==> config.mk <==
export PLATFORM = sky130hd
export DESIGN_NAME = score_display_ctrl
export DESIGN_NICKNAME = d
export VERILOG_FILES = /design/src/rtl/score_display_ctrl.sv
export SDC_FILE = /design/constraint.sdc
export NUM_CORES = 1
export LEC_CHECK = 0
export CAP_MARGIN = 20
export CORE_ASPECT_RATIO = 0.9
export CORE_UTILIZATION = 57
export CTS_CLUSTER_DIAMETER = 200
export CTS_CLUSTER_SIZE = 20
export DETAILED_ROUTE_END_ITERATION = 16
export GPL_ROUTABILITY_DRIVEN = 0
export GPL_TIMING_DRIVEN = 0
export HOLD_SLACK_MARGIN = 0.12
export PLACE_DENSITY = 0.76
export SLEW_MARGIN = 10
export SYNTH_ARGS = -nofsm -noshare
export SYNTH_HDL_FRONTEND = slang
export SYNTH_SLANG_ARGS = --single-unit
==> constraint.sdc <==
create_clock -name clk -period 6.4 [get_ports clk]
set_clock_uncertainty 0.05 [all_clocks]
set_input_delay 1.28 -clock clk [delete_from_list [all_inputs] [get_ports clk]]
set_output_delay 1.28 -clock clk [all_outputs]
set_load 0.03 [all_outputs]
==> src/rtl/score_display_ctrl.sv <==
// Score / high-score seven-segment character controller with a sequential binary-to-decimal engine.
// Latency: hex view 1 edge; decimal view S+NUM_DIGITS+2 edges from load (S = decimal digit sum).
// No backpressure: inputs are sampled every cycle; source changes seen mid-conversion are picked up afterwards.
//
// Ports:
//   clk, reset            : system clock, asynchronous active-high reset
//   disp_mode             : 0 = decimal, 1 = hex (applies to score and high score alike)
//   show_high             : single-cycle request to start / retrigger the high-score overlay
//   one_ms_pulse          : 1 ms tick used to time the overlay
//   score, highscore      : binary values to display
//   chars                 : registered 5-bit character codes, digit k at [5k+4:5k], digit 0 rightmost
//   high_active           : overlay in progress
//   dec_busy              : decimal conversion in progress (CONV or DONE)
//   dec_ovf               : last converted value was saturated to all nines
module score_display_ctrl #(
    parameter int NUM_DIGITS = 6,
    parameter int SCORE_W    = 24,
    parameter int HOLD_MS    = 3000,
    parameter int LZ_BLANK   = 1
) (
    input  logic                    clk,
    input  logic                    reset,
    input  logic                    disp_mode,
    input  logic                    show_high,
    input  logic                    one_ms_pulse,
    input  logic [SCORE_W-1:0]      score,
    input  logic [SCORE_W-1:0]      highscore,
    output logic [5*NUM_DIGITS-1:0] chars,
    output logic                    high_active,
    output logic                    dec_busy,
    output logic                    dec_ovf
);

    localparam int         IDX_W    = (NUM_DIGITS > 1) ? $clog2(NUM_DIGITS) : 1;
    localparam int         CNT_W    = (HOLD_MS > 1) ? $clog2(HOLD_MS) : 1;
    localparam logic [4:0] CH_BLANK = 5'h13;

    // Powers of ten; the table tops out at 10^8 because NUM_DIGITS <= 8.
    function automatic logic [31:0] pow10(input int i);
        case (i)
            0:       pow10 = 32'd1;
            1:       pow10 = 32'd10;
            2:       pow10 = 32'd100;
            3:       pow10 = 32'd1000;
            4:       pow10 = 32'd10000;
            5:       pow10 = 32'd100000;
            6:       pow10 = 32'd1000000;
            7:       pow10 = 32'd10000000;
            8:       pow10 = 32'd100000000;
            default: pow10 = 32'd0;
        endcase
    endfunction

    localparam logic [31:0]      MAX_VAL   = pow10(NUM_DIGITS) - 32'd1;
    localparam logic [CNT_W-1:0] HOLD_LAST = CNT_W'(HOLD_MS - 1);

    typedef enum logic [1:0] {IDLE, CONV, DONE} state_t;

    state_t                        state, state_nxt;
    logic                          do_load, do_sub, do_step, do_done;
    logic [CNT_W-1:0]              ms_cnt;
    logic [SCORE_W-1:0]            src;
    logic [31:0]                   src_ext;
    logic [SCORE_W-1:0]            last;
    logic                          last_sel;
    logic [SCORE_W-1:0]            temp;
    logic [31:0]                   temp_ext;
    logic [31:0]                   pow_cur;
    logic [IDX_W-1:0]              idx;
    logic [NUM_DIGITS-1:0][3:0]    work;
    logic [NUM_DIGITS-1:0][3:0]    disp_buf;
    logic                          ovf_n;
    logic [4*NUM_DIGITS-1:0]       hex_src;
    logic [5*NUM_DIGITS-1:0]       hex_view;
    logic [5*NUM_DIGITS-1:0]       dec_view;
    logic                          lead;

    // ---------------------------------------------------------------- overlay timer
    // A new request always restarts the hold, even on the pulse that would end it.
    always_ff @(posedge clk or posedge reset) begin
        if (reset) begin
            high_active <= 1'b0;
            ms_cnt      <= '0;
        end else if (show_high) begin
            high_active <= 1'b1;
            ms_cnt      <= '0;
        end else if (high_active && one_ms_pulse) begin
            if (ms_cnt == HOLD_LAST) begin
                high_active <= 1'b0;
                ms_cnt      <= '0;
            end else begin
                ms_cnt <= ms_cnt + CNT_W'(1);
            end
        end
    end

    assign src      = high_active ? highscore : score;
    assign src_ext  = 32'(src);
    assign temp_ext = 32'(temp);
    assign pow_cur  = pow10(int'(idx));

    // ---------------------------------------------------------------- converter FSM
    always_ff @(posedge clk or posedge reset) begin
        if (reset) state <= IDLE;
        else       state <= state_nxt;
    end

    // Reloading also when only the selected source flips keeps the display
    // correct when score and high score happen to hold the same value.
    always_comb begin
        state_nxt = state;
        do_load   = 1'b0;
        do_sub    = 1'b0;
        do_step   = 1'b0;
        do_done   = 1'b0;
        case (state)
            IDLE: begin
                if ((src != last) || (high_active != last_sel)) begin
                    do_load   = 1'b1;
                    state_nxt = CONV;
                end
            end
            CONV: begin
                if (temp_ext >= pow_cur) begin
                    do_sub = 1'b1;
                end else if (idx == '0) begin
                    state_nxt = DONE;
                end else begin
                    do_step = 1'b1;
                end
            end
            DONE: begin
                do_done   = 1'b1;
                state_nxt = IDLE;
            end
            default: state_nxt = IDLE;
        endcase
    end

    assign dec_busy = (state != IDLE);

    // Saturating at 10^N-1 on load guarantees every work digit stays within 0..9.
    always_ff @(posedge clk or posedge reset) begin
        if (reset) begin
            last     <= '0;
            last_sel <= 1'b0;
            temp     <= '0;
            ovf_n    <= 1'b0;
            idx      <= '0;
            work     <= '0;
            disp_buf <= '0;
            dec_ovf  <= 1'b0;
        end else begin
            if (do_load) begin
                last     <= src;
                last_sel <= high_active;
                temp     <= (src_ext > MAX_VAL) ? SCORE_W'(MAX_VAL) : src;
                ovf_n    <= (src_ext > MAX_VAL);
                work     <= '0;
                idx      <= IDX_W'(NUM_DIGITS - 1);
            end
            if (do_sub) begin
                temp      <= temp - SCORE_W'(pow_cur);
                work[idx] <= work[idx] + 4'd1;
            end
            if (do_step) begin
                idx <= idx - IDX_W'(1);
            end
            if (do_done) begin
                disp_buf <= work;
                dec_ovf  <= ovf_n;
            end
        end
    end

    // ---------------------------------------------------------------- character views
    assign hex_src = (4*NUM_DIGITS)'(src);

    always_comb begin
        hex_view = '0;
        for (int k = 0; k < NUM_DIGITS; k++) begin
            hex_view[5*k +: 5] = {1'b0, hex_src[4*k +: 4]};
        end
    end

    // Walk from the most significant digit down; digits stay blank until the
    // first non-zero one, and digit 0 always ends the blank run.
    always_comb begin
        dec_view = '0;
        lead     = 1'b1;
        for (int k = NUM_DIGITS - 1; k >= 0; k--) begin
            if ((disp_buf[k] != 4'd0) || (k == 0)) lead = 1'b0;
            if (lead && (LZ_BLANK != 0)) dec_view[5*k +: 5] = CH_BLANK;
            else                         dec_view[5*k +: 5] = {1'b0, disp_buf[k]};
        end
    end

    always_ff @(posedge clk or posedge reset) begin
        if (reset) chars <= {NUM_DIGITS{CH_BLANK}};
        else       chars <= disp_mode ? hex_view : dec_view;
    end

endmodule

After elaboration in Yosys (flattened, before gate mapping)

Memory sizes are Yosys's and may differ from the RTL's.
Cells that the tools add are included.

Equal/unequal tests: 8
Mux-type cells: 42
Reductions and logical operators: 17
Magnitude comparators: 4
Add/sub/neg operators: 4

Operator list:

| kind                                                             | count |
|---|---|
| two-way mux 24 bit                                               | 6 |
| two-way mux 12 bit                                               | 3 |
| >= comparator 24 x 32 -> 1 bit                                   | 1 |
| two-way mux 30 bit                                               | 1 |
| two-way mux 5 bit                                                | 5 |
| bitwise mux 24 bit                                               | 1 |
| greater-than comparator 24 x 20 -> 1 bit (second input constant) | 1 |
| inequality test 24 bit                                           | 1 |
| subtractor 24 bit                                                | 1 |
| nonzero test 4 bit                                               | 5 |
| two-way mux 1 bit                                                | 16 |
| adder 12 x 1 -> 12 bit (second input constant)                   | 1 |
| binary-select mux 4 bit (select 3 bit)                           | 1 |
| demux 4 bit (select 3 bit)                                       | 1 |
| equality test 12 bit (second input constant)                     | 1 |
| nonzero test 2 bit                                               | 5 |
| two-way mux 4 bit                                                | 2 |
| two-way mux 2 bit                                                | 3 |
| two-way mux 3 bit                                                | 2 |
| inequality test 2 bit (second input constant)                    | 3 |
| adder 4 x 1 -> 4 bit (second input constant)                     | 1 |
| < comparator 3 x 4 -> 1 bit (second input constant)              | 1 |
| one-hot mux 2 bit (2 select lines)                               | 1 |
| >= comparator 3 x 1 -> 1 bit (second input constant)             | 1 |
| other kinds (10)                                                 | 11 |

Output and inout port bits: 33
Bits in read-only memories: 168
Flip-flop bits (word level): 147
Word-level logic and storage cells: 98
Bits of input ports: 53
Memories: 1

Memory list:

| name            | depth | width | rd ports | clocked after Yosys merged registers in | write ports | line | source |
|---|---|---|---|---|---|---|---|
| (no name shown) | 8     | 21    | 1        | 0                                       | 0           | 40   | `case (i)` |

Logic depth before layout (Yosys ltp)

Depth after elaboration: 8
Mapped depth: 17

Worst setup path after synthesis

OpenSTA, ideal clock, no wires.

Kind: reg-to-reg
Start: register idx[0]
End: register temp[22]
Stages on the path, launching flop included: 16
Arrival: 3.674 ns
Slack: 2.597 ns
Period minus slack after synthesis: 3.803 ns
Path through: dfrtp_1 -> clkbuf_1 -> buf_1 -> inv_1 -> ha_1 -> nor2b_1 -> ha_1 -> fa_1 -> nor2b_1 -> o2111ai_1 -> a31oi_1 -> a41oi_1 -> nor4b_1 -> a211oi_1 -> o211ai_1 -> mux2i_1

Cells in the longest elaborated chain, start to end: 5

RTL lines:

| element                                                         | line | source |
|---|---|---|
| from (decl)                                                     | 69   | `logic [IDX_W-1:0] idx;` |
| from (signal assigned)                                          | 160  | `idx <= IDX_W'(NUM_DIGITS - 1);` |
| from (signal assigned)                                          | 167  | `idx <= idx - IDX_W'(1);` |
| memory read (8 x 21 bit) (*)                                    | --   |  |
| >= comparator 24 x 32 -> 1 bit                                  | 124  | `if (temp_ext >= pow_cur) begin` |
| two-way mux 1 bit                                               | 124  |  |
| two-way mux 1 bit                                               | 116  | `case (state)` |
| two-way mux 24 bit / nonzero test 2 bit (equally long branches) | --   |  |
| to (signal assigned)                                            | 157  | `temp <= (src_ext > MAX_VAL) ? SCORE_W'(MAX_VAL) : src;` |
| to (signal assigned)                                            | 163  | `temp <= temp - SCORE_W'(pow_cur);` |
| to (decl)                                                       | 66   | `logic [SCORE_W-1:0] temp;` |

Every way passes the cells marked *; elsewhere a longest branch is shown, timed or not.
A chain may end at the register's enable or synchronous reset.

Worst setup path in the final report

Start: register idx[0]
End: register temp[4]

Same word-level chain as after synthesis.

==> results.yml <==
floorplan:
  start_util_pct: 59.56
  coreArea_um2: 13610
  row_count: 40
  fp.dieW_um: 127.7
  dieArea_um2: 14710
  io_pins: 86
  die_y_um: 115.1
timing:
  worst_slew_pin_slew_ps: 1052
  fin_crit_sh_pct: 80.52
  setup_viol_count_final: 0
  relSlewSlack_pct: 27.85
  period_needed_ps: 5153
  drv_slew: 0
  setup_slack_ps: 1247
  max_freq_mhz: 194.1
  whs_ps: 445.2
  hold_viol: 0
  rsz0062_at_grt: "false"
place:
  hpwl_um: 16610
  port_buffers: 85
  pre_cts_ws_ps: 1320
route:
  routedWlPerCell_um: 20.10
  drtIter0Drc: 675
  ant_nets: 0
  wl_um: 22670
  num_vias: 6866
  dr.pass1.iters: 6
  drc: 0
  viasPerCell: 6.087
synthesis:
  synth_top_area_share_pct: 39.81
  synth_edf_count: 0
  synth-seq-cells: 147
  synth_flop_cell: "dfrtp_1"
  synth_top_cell_by_area: "dfrtp_1"
  synthCells: 821
  ys_seq_area_share_pct: 45.65
  yosys_warnings: 0
  synthTopCellsByArea: "dfrtp_1, dfstp_2, nand2_1, ha_1, o21ai_0"
  synth_async_sr_flop_share_pct: 100.0
  synth.distinct_cells: 64
  netlist_area_um2: 8108
  syn-num-nets: 904
  avgSynthCellArea_um2: 9.875
min_path:
  hold_path.class: "reg2reg"
job:
  cap_viol_max_count: 0
finish:
  syn2layout_area_growth_pct: 21.48
  final_nets: 1009
  drive_gt1_share_pct: 12.57
  antennaDiodeCount: 0
  mostFrequentLayoutCells: "dfrtp_1, nand2_1, clkdlybuf4s50_1"
  fill_cells: 977
  final_common_cell: "dfrtp_1"
pwr:
  powerDensity_nw_per_um2: 545.3
  peakVddDrop_v: 0.0003195
  cellLeakagePower_nw: 4.351
clocking:
  cts-hold-fix-buffers: 0
  cts_tree: "built"
  clock_sinks: 147
  post_cts_resized: 0
  cts_setup_buffers: 0
  cts_inserted_buffers: 17
  cts_max_path_buffers: 2
  clk_pin_slew_ps: 70
  clock_latency_ps: 430
  ctsRootBufferMaster: "clkbuf_16"
  htree_levels: 4
global_route:
  grt_pass1_wl_um: 35610
  antenna_found_initial: 0
  grt_pass1_vias: 6723
  grt_overflow: 0
  grt_max_degree: 92
  gr-usage-all-layers_pct: 32.17
critical_path:
  worstPathMaxFanout: 10
  worstSetupEndpointType: "flop"
  startpoint_type: "flop"
  worstSetupPathType: "reg2reg"
  crit_arrival_ps: 5420
  crit_required_ps: 6670
outcome:
  status: "finished clean"
==> flip-flops by register name, summed over array words and instances, names as in the netlist <==
| signal | flops |
|---|---|
| work | 24 |
| dec_ovf | 1 |
| last_sel | 1 |
| dec_view | 4 |
| ovf_n | 1 |
| chars | 30 |
| disp_buf | 20 |
| state | 2 |
| last | 24 |
| temp | 24 |
| high_active | 1 |
| ms_cnt | 12 |
| idx | 3 |
==> cell type report <==
class | count | area, um2 | share of cell area [%]
buffer | 41 | 212.7 | 2.160
clock buffer | 17 | 425.4 | 4.319
clock inverter | 15 | 196.4 | 1.994
inverter | 23 | 91.34 | 0.9273
multi-input combinational | 610 | 4108 | 41.70
sequential | 147 | 3701 | 37.58
tap | 189 | 236.5 | 2.401
timing repair buffer | 86 | 878.3 | 8.918
==> cells in the mapped netlist, drive strengths merged, types with 6 or more instances <==
cell    count
nand2     109
a211oi      7
nand3      26
mux2i      44
xor2       14
nor3       18
mux2       29
dfrtp     129
nor4       11
inv        23
xnor2      37
a21oi      50
nor2b      10
o21ai      68
dfstp      18
buf        19
a221oi      6
clkbuf     22
a21o       10
nand2b     12
ha         29
nor2       63
==> worst max-delay path, cell delays in order, from the launching register on <==
cell and delay, ps:
dfrtp_1 380, clkbuf_1 370, buf_1 530, inv_1 260, ha_1 280, nand2b_1 150, ha_1 290, buf_2 190
nand4b_1 170, nor4_1 540, o311ai_1 240, nand3_1 180, o221ai_2 200, buf_2 290, nand2_1 120, clkbuf_1 460
nor2_1 80, a221oi_1 250
==> worst paths after layout <==
path | from | end | slack, ps | depth (start not counted)
setup / recovery | idx[0]$_DFFE_PP0P_ | temp[4]$_DFFE_PP0P_ | 1250 | 17
hold / removal | disp_buf[20]$_DFFE_PP0N_ | chars[29]$_DFF_PP1_ | 450 | 1
setup reg to reg | idx[0]$_DFFE_PP0P_ | temp[4]$_DFFE_PP0P_ | 1250 | 17
hold reg to reg | disp_buf[20]$_DFFE_PP0N_ | chars[29]$_DFF_PP1_ | 450 | 1
max in group asynchronous | reset | chars[6]$_DFF_PP1_ | 4230 | 3
min in group asynchronous | reset | chars[22]$_DFF_PP0_ | 1220 | 2
==> layer usage <==
| layer | part of all wire, % | wire length (um) | GRT usage, % |
|---|---|---|---|
| met1 | 42 | 9617 | 42.78 |
| met2 | 46 | 10380 | 51.51 |
| met3 | 9.1 | 2062 | 7.911 |
| met4 | 2.7 | 605 | 12.08 |
| met5 | 0 | 0 | 0 |
==> through the flow <==
step	power, mW	std cells	utilization (%)	TNS [ps]	instance area [um2]
6_report	5.371	1128	72.35	0	9849
5_1_grt	5.720	1128	72.35	0	9849
4_1_cts	5.334	1128	72.35	0	9849
3_5_place_dp	4.266	1096	67.78	0	9228
3_3_place_gp	4.154	1095	67.55	-84080	9195
2_1_floorplan	3.510	821	-	0	8108
==> report_power, final <==
group,switching [mW],internal (mW),total (mW),leakage (nW)
Clock,0.429,0.626,1.06,0.301
Combinational,1.66,1.14,2.80,2.21
Sequential,0.223,1.29,1.51,1.84
Total,2.31,3.06,5.37,4.35
==> cell families (layout without fill, tap and decap cells) <==
kind of cell               after synthesis  after routing  synth area share [%]
and+or+nand+nor                        271            271                 15.25
AOI/OAI and AO/OA                      181            181                 13.80
DFF                                    147            147                 45.65
muxes                                   76             76                 11.34
buffers and inverters                   64            182                 3.688
adders and majority gates               30             30                 4.722
xor gates and xnor gates                51             51                 5.509
other                                    1              1               0.04625
Power figures use the tool's default switching activity.
==> edit, RTL diff (same flow settings) <==
Compare `ms_cnt` against `HOLD_LAST` with >= in place of ==.
--- a/src/rtl/score_display_ctrl.sv
+++ b/src/rtl/score_display_ctrl.sv
@@ -85,7 +85,7 @@
             high_active <= 1'b1;
             ms_cnt      <= '0;
         end else if (high_active && one_ms_pulse) begin
-            if (ms_cnt == HOLD_LAST) begin
+            if (ms_cnt >= HOLD_LAST) begin
                 high_active <= 1'b0;
                 ms_cnt      <= '0;
             end else begin
Behaviour: same outputs for any inputs over 10 cycles, from zero or initial values and one cycle with reset high; that may be too few to reach the edited logic, so the function may still have changed.
==> edit against the original RTL <==
- non-clock buffer count shrank 1
- area after synthesis shrank 1.0%
- final area shrank 1.1%
- sequential cell count is the same
- routed wire length grew 2.1%
- first-iteration DRC count grew 20%
- total power grew 6.5%
- worst setup slack gained 0.46 ns
- critical path type unchanged
- critical endpoint unchanged
==> edit: results (changes against the original RTL) <==
| Quantity | Value | vs unedited |
| --- | --- | --- |
| Crit-path max FO | 10 | unchanged |
| Leakage power | 4.380 nW | was 4.351 nW |
| Number of buffers on the longest clock path | 2 | unchanged |
| Setup Buffers After CTS | 0 | unchanged |
| Proportion of synthesized flip-flops having asynchronous set or reset | 100.0% | unchanged |
| Switching part of the total | 45.04% | was 43.07% |
| Worst supply voltage drop on vdd | 0.3959 mV | was 0.3195 mV |
| Slew of the pin with the lowest slew margin | 1.071 ns | was 1.052 ns |
| Global Route Usage Sum | 33.24% | was 32.17% |
| Count of distinct cell types in the synthesized netlist | 74 | was 64 |
| DRC violation total after the first TritonRoute iteration | 810 | was 675 |
| Vias in the first global route | 6542 | was 6723 |
| Top delay family on crit path | buffers and inverters | unchanged |
| Largest register by flop count | chars | unchanged |
| Post-CTS sizing | 0 | unchanged |
| Portion of the post-synthesis area used by sequential elements | 46.12% | was 45.65% |
| Status | finished clean | unchanged |
| Initial antenna violation count | 0 | unchanged |
| Tightest Hold Check Type | flip-flop to flip-flop | unchanged |
| Warnings from Yosys | 0 | unchanged |
| Net count after synthesis | 892 | was 904 |
| Average via count per standard cell | 6.210 | was 6.087 |
| Top cells by count, synth | 129 x dfrtp_1, 102 x nand2_1, 66 x o21ai_0 | was 129 x dfrtp_1, 109 x nand2_1, 68 x o21ai_0 |
| # H-tree levels | 4 | unchanged |
| Clock tree root buffer cell | clkbuf_16 | unchanged |
| Clock slew at the register clock pins of the worst setup and hold paths | 0.07 ns | about the same |
| Number of flip-flops under the largest register name | 30 | unchanged |
| Wire length of the first global-routing pass | 36200 um | was 35610 um |
| Slowest stage cell on the critical path | dfrtp_1 | was nor4_1 |
| Dpl cell area | 9168 sq um | was 9228 sq um |
| Largest net degree at the start of global routing | 75 | was 92 |
| Detail-routed net length per standard cell | 20.68 um | was 20.10 um |
| Clock insertion delay at the later pin of the skew report | 0.43 ns | about the same |
| Post-CTS Hold Fix Bufs | 0 | unchanged |
| Post-DP HPWL | 16820 um | was 16610 um |
| Largest stage delay on the critical path | 0.47 ns | was 0.54 ns |
| CTS buffer count | 17 | unchanged |
| Layout cell share with drive strength beyond 1 | 12.58% | was 12.57% |
| I/O Buffers | 85 | unchanged |
| Total number of nets in the final design | 1000 | was 1009 |
| Ranking of synthesized cells by area | dfrtp_1 40%, dfstp_2 5.9%, nand2_1 4.8% | was dfrtp_1 40%, dfstp_2 5.8%, nand2_1 5.0% |
| First-pass detailed-route iteration total | 6 | unchanged |
| Arrival time reported for the critical path endpoint | 4.97 ns | was 5.42 ns |
| Number of diodes added for antenna fixing | 0 | unchanged |
==> edit: cell count changes after synthesis, moves of 8 or more <==
cell | before | now
inv_1 | 23 | 32
mux2_2 | 29 | 21
nand3_1 | 26 | 12
nor2_1 | 63 | 47
o2bb2ai_1 | 0 | 9
xnor2_1 | 37 | 28
==> edit: worst paths after layout <==
check	from	end	slack (ns)	cells after the start
max	idx[2]	temp[4]	1.70	16
min	temp[23]	temp[23]	0.44	2
max reg2reg	idx[2]	temp[4]	1.70	16
min reg2reg	temp[23]	temp[23]	0.44	2
max in group asynchronous	reset	chars[4]	4.19	3
min in group asynchronous	reset	disp_buf[19]	1.28	2
==> edit: final cells by class <==
type / instances / area [sq um]
buffer: 37 / 207.7
clock buffer: 17 / 425.4
clock inverter: 15 / 147.6
fill: 983 / 3822
inverter: 34 / 132.6
multi-input combinational: 591 / 3989
sequential: 147 / 3701
tap: 189 / 236.5
timing repair buffer: 89 / 900.9
==> edit: power groups by stage <==
stage | clock network [mW] | registers (mW) | logic [mW]
finish | 0.982 | 1.57 | 3.17
CTS | 0.983 | 1.56 | 3.11
global placement | 0 | 1.56 | 2.99
floorplan | 0 | 1.62 | 2.18
detailed placement | 0 | 1.57 | 3.09
global route | 1.03 | 1.60 | 3.45
==> edit: cell families after synthesis <==
family | synth area share, %
and+or+nand+nor | 14.27
other | 0.04673
adders and majority gates | 4.771
DFF | 46.12
xor gates and xnor gates | 4.693
buffers and inverters | 4.179
AOI/OAI and AO/OA | 17.91
muxes | 8.014
==> edit: worst reg2reg max path, stage by stage (launching register included) <==
cell and delay (ns):
dfrtp_1 0.47, buf_1 0.47, clkbuf_1 0.37, clkbuf_1 0.39, nand2_1 0.23, ha_1 0.31
buf_2 0.17, a211o_1 0.28, a21oi_2 0.24, o41a_1 0.24, o2111ai_1 0.20, nand3_1 0.16
buf_2 0.29, and2_1 0.20, buf_6 0.18, inv_2 0.10, o221a_1 0.25
==> edit: metrics by stage <==
| stage | hold slack (ns) | TNS, ns | std cells | setup WS [ns] |
|---|---|---|---|---|
| 2_1_floorplan | 0.3784 | 0 | 809 | 1.148 |
| 3_3_place_gp | 0.4183 | -80.63 | 1083 | -0.6402 |
| 3_5_place_dp | 0.4236 | 0 | 1087 | 1.879 |
| 4_1_cts | 0.4379 | 0 | 1119 | 1.796 |
| 5_1_grt | 0.4865 | 0 | 1119 | 1.515 |
| 6_report | 0.4409 | 0 | 1119 | 1.703 |
==> edit: routing by layer <==
layer  track usage (%)  up-vias  routed length, um
met3             7.243       45               2209
met5                 0        -                  0
met4             12.22        0                485
met2             51.36      402              10450
li1                  -     3126                  -
met1             46.30     3376               9998
